===== config.mk =====
export PLATFORM = sky130hd
export DESIGN_NAME = mem_stage
export DESIGN_NICKNAME = d
export VERILOG_FILES = /design/src/rtl/mem_stage.sv
export SDC_FILE = /design/constraint.sdc
export NUM_CORES = 1
export LEC_CHECK = 0
export ABC_AREA = 1
export BUFFER_PORTS_ARGS = -buffer_cell sky130_fd_sc_hd__clkbuf_2
export CORE_AREA = 2 2 211 213
export DETAILED_ROUTE_END_ITERATION = 10
export DIE_AREA = 0 0 213 215
export GPL_TIMING_DRIVEN = 0
export HOLD_SLACK_MARGIN = 0.06
export PLACE_DENSITY = 0.56
export SLEW_MARGIN = 40
export SYNTH_ARGS = -nofsm -noshare
export SYNTH_HDL_FRONTEND = slang
export SYNTH_SLANG_ARGS = --single-unit

===== constraint.sdc =====
create_clock -name clk -period 2.1 [get_ports clk]
set_clock_uncertainty 0.05 [all_clocks]
set_input_delay 0.21 -clock clk [delete_from_list [all_inputs] [get_ports clk]]
set_output_delay 0.21 -clock clk [all_outputs]
set_load 0.005 [all_outputs]

===== src/rtl/mem_stage.sv =====
// rtl/mem_stage.sv - memory-access stage between execute and register writeback
// Loads/stores go to the data cache via a valid/ready request and a response ack.
module mem_stage #(
  parameter int XLEN = 64,
  parameter int PC_W = 32
) (
  input  logic            clk,
  input  logic            reset,
  input  logic            ex_valid,
  output logic            ex_ready,
  input  logic            ex_is_load,
  input  logic            ex_is_store,
  input  logic [1:0]      ex_size,
  input  logic            ex_unsigned,
  input  logic [XLEN-1:0] ex_addr,
  input  logic [XLEN-1:0] ex_store_data,
  input  logic [XLEN-1:0] ex_result,
  input  logic [4:0]      ex_rd,
  input  logic [PC_W-1:0] ex_pc,
  input  logic            flush,
  output logic            dc_req_valid,
  input  logic            dc_req_ready,
  output logic            dc_req_we,
  output logic [XLEN-1:0] dc_req_addr,
  output logic [XLEN-1:0] dc_req_wdata,
  output logic [7:0]      dc_req_be,
  input  logic            dc_resp_valid,
  input  logic [XLEN-1:0] dc_resp_data,
  output logic            wb_valid,
  output logic [4:0]      wb_rd,
  output logic [XLEN-1:0] wb_data,
  output logic [PC_W-1:0] wb_pc,
  output logic            wb_misaligned
);
  typedef enum logic [1:0] {IDLE, REQ, RESP} state_t;

  state_t          state_q, state_d;
  logic            drop_q, drop_d;
  logic            ld_q, ld_d;
  logic [1:0]      size_q, size_d;
  logic            uns_q, uns_d;
  logic [2:0]      off_q, off_d;
  logic [4:0]      rd_q, rd_d;
  logic [PC_W-1:0] pc_q, pc_d;
  logic            ex_ready_q, ex_ready_d;
  logic            req_valid_q, req_valid_d;
  logic            req_we_q, req_we_d;
  logic [XLEN-1:0] req_addr_q, req_addr_d;
  logic [XLEN-1:0] req_wdata_q, req_wdata_d;
  logic [7:0]      req_be_q, req_be_d;
  logic            wb_valid_q, wb_valid_d;
  logic            wb_mis_q, wb_mis_d;
  logic [4:0]      wb_rd_q, wb_rd_d;
  logic [XLEN-1:0] wb_data_q, wb_data_d;
  logic [PC_W-1:0] wb_pc_q, wb_pc_d;

  logic            is_mem;
  logic            misaligned;
  logic [7:0]      be_base;
  logic [XLEN-1:0] wdata_rep;
  logic [XLEN-1:0] lane;
  logic [XLEN-1:0] load_val;

  // Per-size alignment check, byte-enable base mask and lane replication of store data.
  always_comb begin
    is_mem = ex_is_load | ex_is_store;
    case (ex_size)
      2'd0: begin misaligned = 1'b0;          be_base = 8'h01; wdata_rep = {8{ex_store_data[7:0]}};  end
      2'd1: begin misaligned = ex_addr[0];    be_base = 8'h03; wdata_rep = {4{ex_store_data[15:0]}}; end
      2'd2: begin misaligned = |ex_addr[1:0]; be_base = 8'h0F; wdata_rep = {2{ex_store_data[31:0]}}; end
      default: begin misaligned = |ex_addr[2:0]; be_base = 8'hFF; wdata_rep = ex_store_data; end
    endcase
  end

  always_comb begin
    lane = dc_resp_data >> {off_q, 3'b000};
    case (size_q)
      2'd0: load_val = uns_q ? {56'd0, lane[7:0]}  : {{56{lane[7]}}, lane[7:0]};
      2'd1: load_val = uns_q ? {48'd0, lane[15:0]} : {{48{lane[15]}}, lane[15:0]};
      2'd2: load_val = uns_q ? {32'd0, lane[31:0]} : {{32{lane[31]}}, lane[31:0]};
      default: load_val = lane;
    endcase
  end

  always_comb begin
    state_d     = state_q;
    drop_d      = drop_q;
    ld_d        = ld_q;
    size_d      = size_q;
    uns_d       = uns_q;
    off_d       = off_q;
    rd_d        = rd_q;
    pc_d        = pc_q;
    req_valid_d = req_valid_q;
    req_we_d    = req_we_q;
    req_addr_d  = req_addr_q;
    req_wdata_d = req_wdata_q;
    req_be_d    = req_be_q;
    wb_valid_d  = 1'b0;
    wb_mis_d    = 1'b0;
    wb_rd_d     = wb_rd_q;
    wb_data_d   = wb_data_q;
    wb_pc_d     = wb_pc_q;
    case (state_q)
      IDLE: begin
        if (ex_valid && !flush) begin
          if (!is_mem) begin
            wb_valid_d = 1'b1;
            wb_rd_d    = ex_rd;
            wb_data_d  = ex_result;
            wb_pc_d    = ex_pc;
          end else if (misaligned) begin
            wb_valid_d = 1'b1;
            wb_mis_d   = 1'b1;
            wb_rd_d    = 5'd0;
            wb_data_d  = ex_addr;
            wb_pc_d    = ex_pc;
          end else begin
            state_d     = REQ;
            drop_d      = 1'b0;
            ld_d        = ex_is_load;
            size_d      = ex_size;
            uns_d       = ex_unsigned;
            off_d       = ex_addr[2:0];
            rd_d        = ex_rd;
            pc_d        = ex_pc;
            req_valid_d = 1'b1;
            req_we_d    = ex_is_store;
            req_addr_d  = {ex_addr[XLEN-1:3], 3'b000};
            req_wdata_d = ex_is_store ? wdata_rep : '0;
            req_be_d    = be_base << ex_addr[2:0];
          end
        end
      end
      REQ: begin
        // A request the cache has already taken must still be drained, even when flushed.
        if (dc_req_ready) begin
          state_d     = RESP;
          req_valid_d = 1'b0;
          drop_d      = flush;
        end else if (flush) begin
          state_d     = IDLE;
          req_valid_d = 1'b0;
        end
      end
      RESP: begin
        if (flush) drop_d = 1'b1;
        if (dc_resp_valid) begin
          state_d = IDLE;
          if (!drop_q && !flush) begin
            wb_valid_d = 1'b1;
            wb_pc_d    = pc_q;
            wb_rd_d    = ld_q ? rd_q : 5'd0;
            wb_data_d  = ld_q ? load_val : '0;
          end
        end
      end
      default: state_d = IDLE;
    endcase
    ex_ready_d = (state_d == IDLE);
  end

  always_ff @(posedge clk) begin
    if (reset) begin
      state_q     <= IDLE;
      drop_q      <= 1'b0;
      ld_q        <= 1'b0;
      size_q      <= 2'd0;
      uns_q       <= 1'b0;
      off_q       <= 3'd0;
      rd_q        <= 5'd0;
      pc_q        <= '0;
      ex_ready_q  <= 1'b1;
      req_valid_q <= 1'b0;
      req_we_q    <= 1'b0;
      req_addr_q  <= '0;
      req_wdata_q <= '0;
      req_be_q    <= 8'd0;
      wb_valid_q  <= 1'b0;
      wb_mis_q    <= 1'b0;
      wb_rd_q     <= 5'd0;
      wb_data_q   <= '0;
      wb_pc_q     <= '0;
    end else begin
      state_q     <= state_d;
      drop_q      <= drop_d;
      ld_q        <= ld_d;
      size_q      <= size_d;
      uns_q       <= uns_d;
      off_q       <= off_d;
      rd_q        <= rd_d;
      pc_q        <= pc_d;
      ex_ready_q  <= ex_ready_d;
      req_valid_q <= req_valid_d;
      req_we_q    <= req_we_d;
      req_addr_q  <= req_addr_d;
      req_wdata_q <= req_wdata_d;
      req_be_q    <= req_be_d;
      wb_valid_q  <= wb_valid_d;
      wb_mis_q    <= wb_mis_d;
      wb_rd_q     <= wb_rd_d;
      wb_data_q   <= wb_data_d;
      wb_pc_q     <= wb_pc_d;
    end
  end

  assign ex_ready      = ex_ready_q;
  assign dc_req_valid  = req_valid_q;
  assign dc_req_we     = req_we_q;
  assign dc_req_addr   = req_addr_q;
  assign dc_req_wdata  = req_wdata_q;
  assign dc_req_be     = req_be_q;
  assign wb_valid      = wb_valid_q;
  assign wb_rd         = wb_rd_q;
  assign wb_data       = wb_data_q;
  assign wb_pc         = wb_pc_q;
  assign wb_misaligned = wb_mis_q;
endmodule


==> metrics.txt <==
DRT Pass-1 Iters=7; TritonCTS clock tree=done; num rows=77; clock tree buffer depth=3; Initial Util=34.3%; DP Cell Count=3509; M2 GR Usage=54.1%; Final Non-Filler Cells=3813; Tcrit/Tclk final=98.0%; YS warnings=0; area grow syn2layout=48.4%; CTS buffer count=35; layer with the highest usage=met2; Tot Pwr=15.5 mW; starting DRC count in detailed routing=1256; all-layer global routing usage=31.7%; CP Class=register to register; routing usage on met3=7.10%; initial antenna violation count=4; commonest non-fill, non-tap cell in the layout=nand2_1; maximum vdd drop=0.000503 V; nets=3498; Die Span Y=215 um; Worst setup EP type=register; number of synthesized flops with an enable pin=0; Post-DRT Antenna Nets=0; port bufs=541; hpwl dp=58.3 mm; critical path fanouts, max=10; post-synthesis cell type count=36; final setup vio count=0; power density cells=695 nW/um2; Min-Delay Path Class=input port to register; Die X=213 um; Vias=19105; sequential element share of the synthesized area=38.2%; most frequent cells in the layout=nand2_1, clkbuf_2, nor2_1, dfxtp_1, o21ai_0; Die Footprint=45800 um2; IO Pins=546; pin count of the biggest net entering global routing=13; share of post-route cells with drive strength above 1=24.1%; Relative slew margins=53.6%; Core Area=43600 um2; clk root buf=clkbuf_16; maxcap violations=0; endpoints failing hold=0; worst endpoint required time=2.51 ns; RSZ-0062 raised after global routing=yes; Place WS=-0.849 ns; placed inst area=18400 um2; post-DR wirelength/cell=19.6 um; Worst setup SP type=register; final worst setup slack=0.0414 ns; FFs w/ async S/R, synth=0%; Setup TNS=0 ns; min cycle time layout=2.06 ns; # DRC=0; H-tree levels=2; design area=22200 um2; first-pass GRT wire length=110 mm; final wirelength=74.9 mm; #FFs+latches synth=286; GRT met1 Usage=38.0%; GP Congestion=0.939; Least-Margin Pin Slew=0.695 ns; Worst EP arrival=2.47 ns; syn_area_per_cell=6.31 um2; cell count after synthesis=2373; leakage power=10.8 nW; Most used DFF post-synth=dfxtp_1; clock sinks=286; Clock Latency Late Sink=0.56 ns; via density per instance=5.01; total grt overflow=0; status=complete, no violations; Netlist Area Pre-Place=15000 um2; fillers=4564; max-slew violation count=0; Fmax=486 MHz; number of global-route vias before repair=18646; CTS clk-pin slew, worst paths=0.06 ns
layout make-up:
| cell class | count | area, um2 | share of cell area [%] |
|---|---|---|---|
| diodes | 6 | 15.0 | 0.0675 |
| flip-flops and latches | 286 | 5730 | 25.8 |
| inverters | 127 | 482 | 2.17 |
| well taps | 592 | 741 | 3.33 |
| clock buffers | 47 | 991 | 4.46 |
| clock inverters | 15 | 121 | 0.546 |
| repair buffers | 780 | 5090 | 22.9 |
| multi-input cells | 1781 | 8070 | 36.3 |
| plain buffers | 179 | 996 | 4.48 |
state kept, by name, summed over array words and instances (netlist names), 2 cells and up:
register      cells
dc_req_wdata     64
wb_data          64
dc_req_addr      61
pc_q             32
wb_pc            32
dc_req_be         8
rd_q              5
wb_rd             5
off_q             3
size_q            2
state_q           2
cells in the mapped netlist, types with 2 or more instances:
master       n  area [um2]
nand2_2      2        12.5
buf_2       41         205
o21ai_1      2        10.0
inv_1      115         432
buf_6        4        45.0
a31oi_1      4        25.0
nand3_1    110         551
o31ai_1      3        22.5
nor2_1     416        1560
inv_2       11        41.3
clkbuf_1   104         390
o211ai_1    17         128
a21oi_1    191         956
buf_4       19         143
ha_1         4        50.1
nor3_1       3        15.0
o21ai_0    275        1380
o2111ai_1   20         175
o21bai_1    15         113
nand2_1    659        2470
nand3_2      2        20.0
or2_2       18         113
a32oi_1      5        43.8
nand2_4      2        22.5
buf_1       13        48.8
dfxtp_1    286        5730
mux2i_1     19         190
nand4_1      5        31.3
per-stage QoR:
step / hold slack, ns / util (%)
finish: 0.0652 / 50.9
global route: 0.0703 / 50.9
CTS: 0.0624 / 50.4
detailed placement: 0.406 / 42.3
global placement: 0.399 / 42.3
floorplan: 0.295 / -
metal layers:
layer  up-vias  part of all wire, %
met2       774                   47
met4         2                  4.3
li1       9309                    -
met3       185                  7.3
met1      8835                   41
met5         -                0.016
repair_timing:
item / CTS / global route
setup buffers: 4 / 2
endpoints found under the hold margin: 268 / 0
pin swaps: 2 / 5
gates resized for setup: 61 / 104
hold buffers: 232 / 0
setup endpoints to repair: 284 / 274
power by group:
group / leakage (nW) / switching [mW] / total [mW] / internal (mW)
Clock: 0.554 / 2.59 / 5.94 / 3.35
Combinational: 7.93 / 2.11 / 3.53 / 1.41
Sequential: 2.33 / 0.200 / 5.99 / 5.79
cells by family (layout without fill, tap and decap cells):
| kind of cell | Yosys count | count (layout) | synth area share [%] |
|---|---|---|---|
| adders and majority gates | 4 | 4 | 0.334 |
| AOI/OAI and AO/OA | 535 | 535 | 19.2 |
| DFF | 286 | 286 | 38.2 |
| muxes | 19 | 19 | 1.27 |
| buffers and inverters | 308 | 1148 | 8.73 |
| other | 1 | 9 | 0.0250 |
| and+or+nand+nor | 1220 | 1220 | 32.2 |
worst paths after layout:
path | start | end | slack (ns) | depth (start not counted)
worst max-delay path | off_q[0] | wb_data[4] | 0.04 | 11
worst min-delay path | ex_result[9] | wb_data[9] | 0.07 | 5
worst max register to register | off_q[0] | wb_data[4] | 0.04 | 11
worst min register to register | dc_req_wdata[9] | dc_req_wdata[9] | 0.41 | 2
worst max-delay path: stages (launching register included):
cell and delay (ns):
dfxtp_4 0.38, inv_2 0.07, buf_6 0.14, clkbuf_4 0.19, o21ai_0 0.27, nand2_1 0.10, o21ai_1 0.24, nand2_1 0.09
nand3_1 0.16, o21ai_0 0.13, nor2_1 0.10, nor2_1 0.05
Power figures use the tool's default switching activity.
